--- config.mk ---
export PLATFORM = sky130hd
export DESIGN_NAME = baud_gen_frac
export DESIGN_NICKNAME = d
export VERILOG_FILES = /design/src/rtl/uart_pkg.sv /design/src/rtl/baud_frac_acc.sv /design/src/rtl/baud_gen_frac.sv
export SDC_FILE = /design/constraint.sdc
export NUM_CORES = 1
export LEC_CHECK = 0
export ABC_AREA = 1
export BUFFER_PORTS_ARGS = -buffer_cell sky130_fd_sc_hd__buf_2
export CAP_MARGIN = 20
export CORE_ASPECT_RATIO = 1.1
export CORE_MARGIN = 2
export CORE_UTILIZATION = 25
export DETAILED_ROUTE_END_ITERATION = 16
export GPL_ROUTABILITY_DRIVEN = 0
export PLACE_DENSITY_LB_ADDON = 0.2
export SETUP_SLACK_MARGIN = 0.4
export SYNTH_ARGS = -nofsm -noshare
export SYNTH_HDL_FRONTEND = slang
export SYNTH_SLANG_ARGS = --single-unit
--- constraint.sdc ---
create_clock -name clk_i -period 3.2 [get_ports clk_i]
set_input_delay 0 -clock clk_i [delete_from_list [all_inputs] [get_ports clk_i]]
set_output_delay 0 -clock clk_i [all_outputs]
set_load 0.02 [all_outputs]
--- src/rtl/uart_pkg.sv ---
// Shared UART constants and baud generator defaults.
// Pure declarations: no timing, no flow control.
package uart_pkg;
    localparam int UART_DATA_BITS      = 8;
    localparam int UART_STOP_BITS      = 1;
    localparam int BAUD_OSR_DEFAULT    = 16;
    localparam int BAUD_DIV_W_DEFAULT  = 16;
    localparam int BAUD_FRAC_W_DEFAULT = 4;
    localparam int BAUD_DIV_MIN        = 2;
endpackage

--- src/rtl/baud_frac_acc.sv ---
// Fractional divisor accumulator: carry is the overflow of acc + div_frac for the current interval.
// Carry is combinational from the registered acc; acc advances one cycle after step; no backpressure.
module baud_frac_acc
    import uart_pkg::*;
#(
    parameter int FRAC_W = BAUD_FRAC_W_DEFAULT
) (
    input  logic              clk_i,
    input  logic              reset_ni,
    input  logic              clear,
    input  logic              step,
    input  logic [FRAC_W-1:0] div_frac,
    output logic              carry
);

    logic [FRAC_W-1:0] acc_q;
    logic [FRAC_W:0]   sum;

    assign sum   = {1'b0, acc_q} + {1'b0, div_frac};
    assign carry = sum[FRAC_W];

    always_ff @(posedge clk_i or negedge reset_ni) begin
        if (!reset_ni) begin
            acc_q <= '0;
        end else if (clear) begin
            acc_q <= '0;
        end else if (step) begin
            acc_q <= sum[FRAC_W-1:0];
        end
    end

endmodule

--- src/rtl/baud_gen_frac.sv ---
// Fractional baud generator: oversample tick every div_int(+carry) clocks, with bit-centre/bit-end pulses.
// All outputs registered (one cycle after the deciding edge); free-running, no backpressure.
module baud_gen_frac
    import uart_pkg::*;
#(
    parameter int OSR    = BAUD_OSR_DEFAULT,
    parameter int DIV_W  = BAUD_DIV_W_DEFAULT,
    parameter int FRAC_W = BAUD_FRAC_W_DEFAULT
) (
    input  logic                    clk_i,
    input  logic                    reset_ni,
    input  logic                    en_i,
    input  logic                    sync_i,
    input  logic [DIV_W-1:0]        div_int_i,
    input  logic [FRAC_W-1:0]       div_frac_i,
    output logic                    osr_tick_o,
    output logic                    mid_tick_o,
    output logic                    baud_tick_o,
    output logic [$clog2(OSR)-1:0]  osr_cnt_o,
    output logic                    cfg_err_o
);

    localparam int OSR_W = $clog2(OSR);
    localparam logic [OSR_W-1:0] MID_IDX = OSR_W'(OSR / 2 - 1);
    localparam logic [OSR_W-1:0] END_IDX = OSR_W'(OSR - 1);

    logic [DIV_W-1:0]  div_int_q;
    logic [FRAC_W-1:0] div_frac_q;
    logic [DIV_W:0]    cyc_cnt_q;
    logic [DIV_W:0]    period;
    logic [OSR_W-1:0]  osr_cnt_q;
    logic              cfg_err_q;
    logic              osr_tick_q;
    logic              mid_tick_q;
    logic              baud_tick_q;
    logic              carry;
    logic              div_chg;
    logic              hold;
    logic              restart;
    logic              hit;
    logic              fire;

    // The counter is one bit wider than the divisor so a full 2^DIV_W period fits.
    always_comb begin
        hold    = !en_i || cfg_err_q;
        div_chg = {div_int_i, div_frac_i} != {div_int_q, div_frac_q};
        restart = div_chg || sync_i;
        period  = {1'b0, div_int_q} + {{DIV_W{1'b0}}, carry};
        hit     = (cyc_cnt_q + (DIV_W+1)'(1)) == period;
        fire    = !hold && !restart && hit;
    end

    baud_frac_acc #(
        .FRAC_W   (FRAC_W)
    ) u_frac_acc (
        .clk_i    (clk_i),
        .reset_ni (reset_ni),
        .clear    (hold || restart),
        .step     (fire),
        .div_frac (div_frac_q),
        .carry    (carry)
    );

    always_ff @(posedge clk_i or negedge reset_ni) begin
        if (!reset_ni) begin
            div_int_q   <= '0;
            div_frac_q  <= '0;
            cfg_err_q   <= 1'b0;
            cyc_cnt_q   <= '0;
            osr_cnt_q   <= '0;
            osr_tick_q  <= 1'b0;
            mid_tick_q  <= 1'b0;
            baud_tick_q <= 1'b0;
        end else begin
            div_int_q   <= div_int_i;
            div_frac_q  <= div_frac_i;
            cfg_err_q   <= div_int_i < DIV_W'(BAUD_DIV_MIN);
            osr_tick_q  <= fire;
            mid_tick_q  <= fire && (osr_cnt_q == MID_IDX);
            baud_tick_q <= fire && (osr_cnt_q == END_IDX);

            if (hold || restart || hit) begin
                cyc_cnt_q <= '0;
            end else begin
                cyc_cnt_q <= cyc_cnt_q + (DIV_W+1)'(1);
            end

            // Index advances on the edge after the tick, so it reads pre-increment while the tick is high.
            if (hold || sync_i) begin
                osr_cnt_q <= '0;
            end else if (osr_tick_q) begin
                osr_cnt_q <= osr_cnt_q + OSR_W'(1);
            end
        end
    end

    assign osr_tick_o  = osr_tick_q;
    assign mid_tick_o  = mid_tick_q;
    assign baud_tick_o = baud_tick_q;
    assign osr_cnt_o   = osr_cnt_q;
    assign cfg_err_o   = cfg_err_q;

endmodule

# After elaboration in Yosys (flattened, before gate mapping)
# Cells that the tools add are included.
# op_classes
n_lt_le_gt_ge	1
n_reduce_logical	14
add_sub_neg	4
n_eq_ne	4
muxes	5
# ops
cell	n
20-bit inequality test	1
16-bit by 1-bit adder with 17-bit output	1
17-bit by 1-bit adder with 17-bit output (second input constant)	1
17-bit equality test	1
17-bit two-way mux	1
16-bit by 2-bit less-than comparator with 1-bit output (second input constant)	1
4-bit two-way mux	4
4-bit by 4-bit adder with 5-bit output	1
1-bit logical OR	5
4-bit by 1-bit adder with 4-bit output (second input constant)	1
4-bit by 3-bit equality test with 1-bit output (second input constant)	1
4-bit equality test (second input constant)	1
1-bit logical AND	4
2-bit nonzero test	2
1-bit logical NOT	3
# word_totals
ff_bits	49
elab_cells	37
output_inout_bits	8

# Depth between registers and ports, before layout
# Gate-level depths: netlist (run 1).
# depth
ltp_word	7
ltp_mapped	22
depth_no_buf	21

# Hierarchy
# From an unflattened synthesis (run 1), not the netlist that was laid out.
# unflattened
cells_unflattened	507
area_unflattened_um2	3455.8
# by_module_without_submodules
mod	area_per_inst_um2	instances	cells_each
baud_gen_frac	3160.5	1	472
baud_frac_acc	295.3	1	35

# Least setup slack after synthesis (run 1)
# OpenSTA, ideal clock, no wires.
# synth_timing
kind	reg-to-reg
startpoint	register div_frac_q[0]
endpoint	register cyc_cnt_q[12]
path_buffers	1
slack_ns	0.345
path_stages_with_launch	23
required_ns	3.081
synth_period_minus_slack_ns	2.855
arrival_time_ns	2.735
cell_sequence	dfrtp_1 > ha_1 > fa_1 > a21oi_1 > o21bai_1 > ha_1 > ha_1 > inv_1 > nand2_1 > nand2_1 > nor2_1 > nand2_1 > nor2_1 > nand2_1 > inv_1 > nand2_1 > nor2_1 > nand2_1 > nor2_2 > nand2_4 > nand2_4 > buf_6 > nor2_1
# synth_via
elab_chain_len	5
word_cells_on_any_way	8
cone_classes	add/sub: 2; eq/ne: 2; mux: 1; reduce/logical: 3
# synth_rtl
element	line_no	source
start: declaration	baud_gen_frac.sv:28	logic [FRAC_W-1:0] div_frac_q;
start signal: assignment	baud_gen_frac.sv:76	div_frac_q <= div_frac_i;
4-bit by 4-bit adder with 5-bit output or 20-bit inequality test (tied branches)	baud_frac_acc.sv:19, baud_gen_frac.sv:46	
16-bit by 1-bit adder with 17-bit output or 1-bit logical OR (tied branches)	baud_gen_frac.sv:48, baud_gen_frac.sv:47	
17-bit equality test or 1-bit logical OR (tied branches)	baud_gen_frac.sv:49, baud_gen_frac.sv:82	
1-bit logical OR *	baud_gen_frac.sv:82	if (hold || restart || hit) begin
17-bit two-way mux *	baud_gen_frac.sv:82	
end signal: assignment	baud_gen_frac.sv:85	cyc_cnt_q <= cyc_cnt_q + (DIV_W+1)'(1);
end: declaration	baud_gen_frac.sv:29	logic [DIV_W:0] cyc_cnt_q;
# Every way passes the cells marked *; elsewhere a longest branch is shown, timed or not.
# A chain may end at the register's enable or synchronous reset.

# Final worst setup path (run 1)
# layout_timing
startpoint	register div_frac_q[0]
endpoint	register cyc_cnt_q[4]
# Same word-level chain as after synthesis.

==> results.cfg, run 1 <==
[timing]
slew_viol_final = 0
relSlewSlack_pct = 60.1
finalHoldViolCount = 0
fin_tns_setup_ps = 0
clock_skew_ps = 7.71
clock.fmax_mhz = 336
rsz0062_at_grt = yes
period_share_pct = 93.0
worstMarginPinSlew_ps = 597
finalSetupViolations = 0
period_needed_ps = 2980

[logic_synthesis]
syn_avg_cell_area_sq_um = 6.53
ys.warnings.count = 0
synth_cell_types = 32
ys_seq_elements = 49
synth_area_sq_um = 3550
synth_top_flop_cell = dfrtp_1
yosysSeqAreaShare_pct = 34.5
synth_edf_count = 0
syn_inst = 544
synthArstFlopShare_pct = 100
synth_nets = 578

[clock_network]
cts.path.max_buffers = 2
htree_levels = 2
clock-sinks = 49
cts_made_buffers = 5
clock_latency_ps = 300
cts_tree = built
cts_root_buf = clkbuf_16
clkTransAtPathRegs_ps = 70

[detailed_routing]
drtIter0Drc = 258
ant_nets = 0
wl_mm = 10.2
remaining_drc_errors = 0
viasPerCell = 4.46
first_pass_iters = 5
wl_per_cell_um = 12.9
vias = 3547

[placement]
dpl_cell_area_sq_um = 3940
port_buffers = 31
dp_cells = 763
hpwlAfterDp_mm = 7.94

[layout]
num-fill-cells = 1549
n_antenna_cell = 0
drive_gt1_share_pct = 15.3
final_net_count = 641
area_growth_pct = 24.9
final_area_sq_um = 4440
layoutNonFillerInstCount = 796

[worst_setup_path]
r2r-end = cyc_cnt_q[4]
cp_max_fo = 8
crit_type = register to register
crit_path_start_kind = register
crit_arrival_ps = 3170
r2r_cells = 21
r2r_slack_ps = 220
r2r-start = div_frac_q[0]
end_kind = register
crit_required_ps = 3390

[global_route]
grt_pass1_wl_mm = 17.4
overflow = 0
antenna_found_initial = 0
grt_use_total_pct = 14.4
grt_pass1_vias = 3563
grt_max_degree = 31

[worst_hold_path]
holdPathEnd = osr_cnt_o[0]
hold_depth = 3
hp-start = sync_i
hp-class = primary input to register

[floorplan]
start_util_pct = 25.6
placementRows = 45
die-area_sq_um = 15200
core_sq_um = 13900
die_y_um = 129
die_w_um = 118
io_pins = 32

[run_status]
status = finished clean

[power_and_ir_drop]
power_density_nw_per_um2 = 312
vdd_drop_max_mv = 0.179
cellLeakagePower_nw = 2.14

[job]
cap_violations = 0
-- power by group --
group | total [mW] | switching [mW] | internal (mW)
sequential | 0.655 | 0.0233 | 0.632
combinational | 0.151 | 0.0846 | 0.0661
clock | 0.579 | 0.263 | 0.316
total | 1.38 | 0.371 | 1.01
-- registers in the layout, summed over array words and instances (netlist names) --
register,count
cfg_err_o,1
mid_tick_o,1
osr_cnt_o,4
u_frac_acc.acc_q,4
div_frac_q,4
cyc_cnt_q,17
baud_tick_o,1
div_int_q,16
osr_tick_o,1
-- timing repair --
action | CTS | global route
buffers inserted | 2 | 0
gates resized for setup | 15 | 7
pin swaps | 13 | 3
hold buffers | 21 | 0
endpoints found under the hold margin | 40 | 0
endpoints found under the setup margin | 24 | 24
cloned | 2 | 0
-- cells in the final DEF, fill, tap and decap left out, drive strengths merged, types with 5 or more instances in the layout --
cell type and n:
ha 9, inv 71, nand3 50, buf 36, dfrtp 49, xor2 5, dlygate4sd3 21, nor2 83
xnor2 7, o21ai 7, clkbuf 6, nand4 22, nand2 215
-- layer usage --
metal	global-route usage (%)	routed length, um	up-vias
met3	2.35	310	10
li1	-	-	1851
met2	25.1	4860	59
met5	0	0	-
met1	18.7	4960	1627
met4	3.19	108	0
-- Yosys cell counts, types with 2 or more instances --
| master | n | area [sq um] |
|---|---|---|
| a221oi_1 | 3 | 26.3 |
| nand4_1 | 22 | 138 |
| nor3_1 | 2 | 10.0 |
| nand2_1 | 206 | 773 |
| nand2_4 | 2 | 22.5 |
| nor2_1 | 64 | 240 |
| o21ai_1 | 2 | 10.0 |
| o22ai_1 | 3 | 18.8 |
| inv_1 | 69 | 259 |
| xor2_1 | 5 | 43.8 |
| nand2_2 | 5 | 31.3 |
| nand3b_1 | 2 | 15.0 |
| nor2_4 | 3 | 33.8 |
| nor2_2 | 16 | 100 |
| nor4_1 | 3 | 18.8 |
| a21oi_1 | 4 | 20.0 |
| o21bai_1 | 2 | 15.0 |
| buf_6 | 2 | 22.5 |
| o21ai_0 | 5 | 25.0 |
| or2_2 | 2 | 12.5 |
| ha_1 | 9 | 113 |
| xnor2_1 | 7 | 61.3 |
| nand3_1 | 49 | 245 |
| dfrtp_1 | 49 | 1230 |
-- worst max-delay path: stages, from the launching register on --
cell and delay (ps):
dfrtp_1 390, ha_2 200, fa_2 360, a21oi_2 130
o21bai_1 90, ha_2 210, ha_4 280, inv_2 30
nand2_1 40, nand2_1 50, nor2_1 80, nand2_1 50
nor2_1 80, nand2_1 70, inv_1 50, nand2_1 50
nor2_2 140, nand2_2 90, nor2_4 170, nand2_8 120
nand2_8 130, nor2_1 50
-- through the flow --
| stage | utilization, % | power [mW] | hold WS (ps) | setup slack (ps) |
|---|---|---|---|---|
| 2_1_floorplan | - | 0.735 | -296 | 404 |
| 3_3_place_gp | 28.5 | 0.797 | 14.0 | 22.9 |
| 3_5_place_dp | 28.5 | 0.798 | 9.44 | -24.9 |
| 4_1_cts | 31.9 | 1.41 | 78.2 | 205 |
| 5_1_grt | 32.0 | 1.45 | 122 | -48.2 |
| 6_report | 32.0 | 1.38 | 85.4 | 222 |
-- final cells by class --
class	instances	area, sq um	share of cell area, %
tap	188	235	5.30
clock inverter	2	17.5	0.395
timing repair buffer	57	403	9.08
clock buffer	6	139	3.13
multi-input combinational	424	2150	48.5
inverter	70	263	5.92
sequential	49	1230	27.6
-- logic make-up (layout without fill, tap and decap cells) --
kind of cell / Yosys count / after routing / share of synthesized area [%]
buf+inv: 73 / 135 / 8.17
simple gates: 380 / 382 / 47.1
xor+xnor: 12 / 12 / 2.96
flops: 49 / 49 / 34.5
fa+ha+maj: 10 / 10 / 3.74
compound gates: 20 / 20 / 3.49
-- how the worst max path moves through the flow --
stage | from | to | slack [ps] | cells after the start
CTS | div_frac_q[0] | cyc_cnt_q[2] | 200 | 21
finish | div_frac_q[0] | cyc_cnt_q[4] | 220 | 21
floorplan | div_frac_q[0] | cyc_cnt_q[12] | 400 | 22
detailed placement | div_frac_q[0] | cyc_cnt_q[2] | -20 | 20
global placement | div_frac_q[0] | cyc_cnt_q[16] | 20 | 20
global route | div_frac_q[0] | cyc_cnt_q[0] | -50 | 21
Power figures use the tool's default switching activity.
==> run 2: changes to the inputs <==
Clock period 3.2 ns to 3.55 ns, I/O delays scaled along.
==> results.cfg, run 2 (synthesis gave the netlist of run 1 again) <==
[detailed_routing]
dr_wl_met2_mm = 5.06
wl_met1_mm = 4.76
wl_per_cell_um = 12.9
drtIter0Drc = 190
wl_met3_um = 295
routed.top_layer = met4
viasPerCell = 4.49
first_pass_iters = 5
vias = 3571
remaining_drc_errors = 0
wl_mm = 10.3
ant_nets = 0

[clock_network]
cts_root_buf = clkbuf_16
clock-sinks = 49
clock_latency_ps = 300
cts.path.max_buffers = 2
clkTransAtPathRegs_ps = 70
cts_made_buffers = 5
htree_levels = 2
cts_tree = built

[placement]
hpwlAfterDp_mm = 7.92
dpl_cell_area_sq_um = 3920
port_buffers = 31
dp_cells = 761
pre_cts_ws_ps = 314

[timing]
relSlewSlack_pct = 64.3
fin_tns_setup_ps = 0
layout_setup_ws_ps = 528
whs_ps = 68.8
period_share_pct = 85.1
finalHoldViolCount = 0
slew_viol_final = 0
rsz0062_at_grt = yes
worstMarginPinSlew_ps = 534
period_needed_ps = 3020
clock_skew_ps = 4.84
clock.fmax_mhz = 331
finalSetupViolations = 0

[layout]
num-fill-cells = 1521
layout_commonest_cell = nand2_1
most-common-layout-cells = nand2_1 (205), inv_1 (68), nor2_1 (58), nand3_1 (49), dfrtp_1 (49)
fin_util_pct = 31.8
final_net_count = 640
layoutNonFillerInstCount = 795
final_area_sq_um = 4410
n_antenna_cell = 0
largest_reg_flops = 17
regMostFlops = cyc_cnt_q
top_regs = cyc_cnt_q x17, div_int_q x16
drive_gt1_share_pct = 14.7
area_growth_pct = 24.1

[run_status]
status = finished clean

[worst_setup_path]
crit_path_max_incr_delay_ps = 390
critPathBufInv = 1
crit_path_start_kind = register
critical_path_cell_count = 20
path_cells = ha_2 > fa_2 > a21oi_2 > o21bai_2 > ha_2 > ha_4 > inv_2 > nand2_1 > nand2_1 > nor2_1 > nand2_1 > nor2_1 > nand2_1 > nor2_1 > nand2_1 > nor2_1 > nand2_1 > nor2_4 > nand2_2 > nor2_1
end_kind = register
cp_slowest_cell = dfrtp_1
r2r-start = div_frac_q[0]
r2r-end = mid_tick_o
crit_arrival_ps = 3250
crit_required_ps = 3780
r2r_slack_ps = 530
critPathTopFamily = simple AND/OR/NAND/NOR gates
cp_max_fo = 5
crit_type = register to register
r2r_cells = 20
cp_common_cell = nand2_1

[power_and_ir_drop]
pwr-share-comb_pct = 10.8
vdd_drop_max_mv = 0.194
power_density_nw_per_um2 = 282
finalPower_mw = 1.24
internal-power_uw = 900
pwr-share-seq_pct = 47.6
netSwitchingFraction_pct = 27.5
cellLeakagePower_nw = 2.16
p_switching_uw = 342
clockPowerShare_pct = 41.6

[worst_hold_path]
hold_depth = 3
hp-class = primary input to register
holdPathEnd = osr_cnt_o[0]
hp-start = sync_i

[floorplan]
die_y_um = 129
die-area_sq_um = 15200
io_pins = 32
die_w_um = 118
placementRows = 45
core_sq_um = 13900
start_util_pct = 25.6

[global_route]
grt_max_degree = 37
grt_pass1_wl_mm = 16.9
overflow = 0
grt_pass1_vias = 3470
grt_use_total_pct = 13.7
antenna_found_initial = 0

[job]
cap_violations = 0
-- run 2: repair_timing --
action / CTS / global route
resized for setup: 5 / 15
hold buffers: 21 / 0
setup endpoints to repair: 24 / 24
gates cloned: 0 / 2
endpoints found under the hold margin: 34 / 0
pin swaps: 1 / 11
setup buffers: 0 / 3
-- run 2: final cells by class --
cell class / count / area (sq um) / area share, %
sequential: 49 / 1230 / 27.8
clock buffer: 5 / 125 / 2.84
clock inverter: 3 / 28.8 / 0.653
timing repair buffer: 56 / 395 / 8.97
tap: 188 / 235 / 5.34
inverter: 70 / 263 / 5.96
multi-input combinational: 424 / 2130 / 48.4
-- run 2: power groups by stage --
| stage | logic, mW | registers [mW] | clock network [mW] |
|---|---|---|---|
| 2_1_floorplan | 0.0699 | 0.592 | 0 |
| 5_1_grt | 0.155 | 0.593 | 0.553 |
| 3_3_place_gp | 0.116 | 0.601 | 0 |
| 4_1_cts | 0.135 | 0.590 | 0.532 |
| 6_report | 0.135 | 0.591 | 0.516 |
| 3_5_place_dp | 0.116 | 0.601 | 0 |
-- run 2: worst max-delay path by stage --
stage                        startpoint             to  slack (ps)
after CTS                 div_frac_q[0]    baud_tick_o         410
after floorplan           div_frac_q[0]  cyc_cnt_q[12]         700
after global placement    div_frac_q[0]   cyc_cnt_q[5]         370
final                     div_frac_q[0]     mid_tick_o         530
after global routing      div_frac_q[0]     mid_tick_o         340
after detailed placement  div_frac_q[0]    baud_tick_o         310
-- run 2: worst min-delay path, cell delays in order --
cell and delay, ps:
buf_2 70, or3b_1 200, nor2_1 60
-- run 2: per-layer routing --
| metal | GRT usage [%] | vias to the layer above |
|---|---|---|
| met1 | 17.2 | 1637 |
| met3 | 1.95 | 13 |
| li1 | - | 1853 |
| met2 | 24.7 | 68 |
| met4 | 3.61 | 0 |
| met5 | 0 | - |
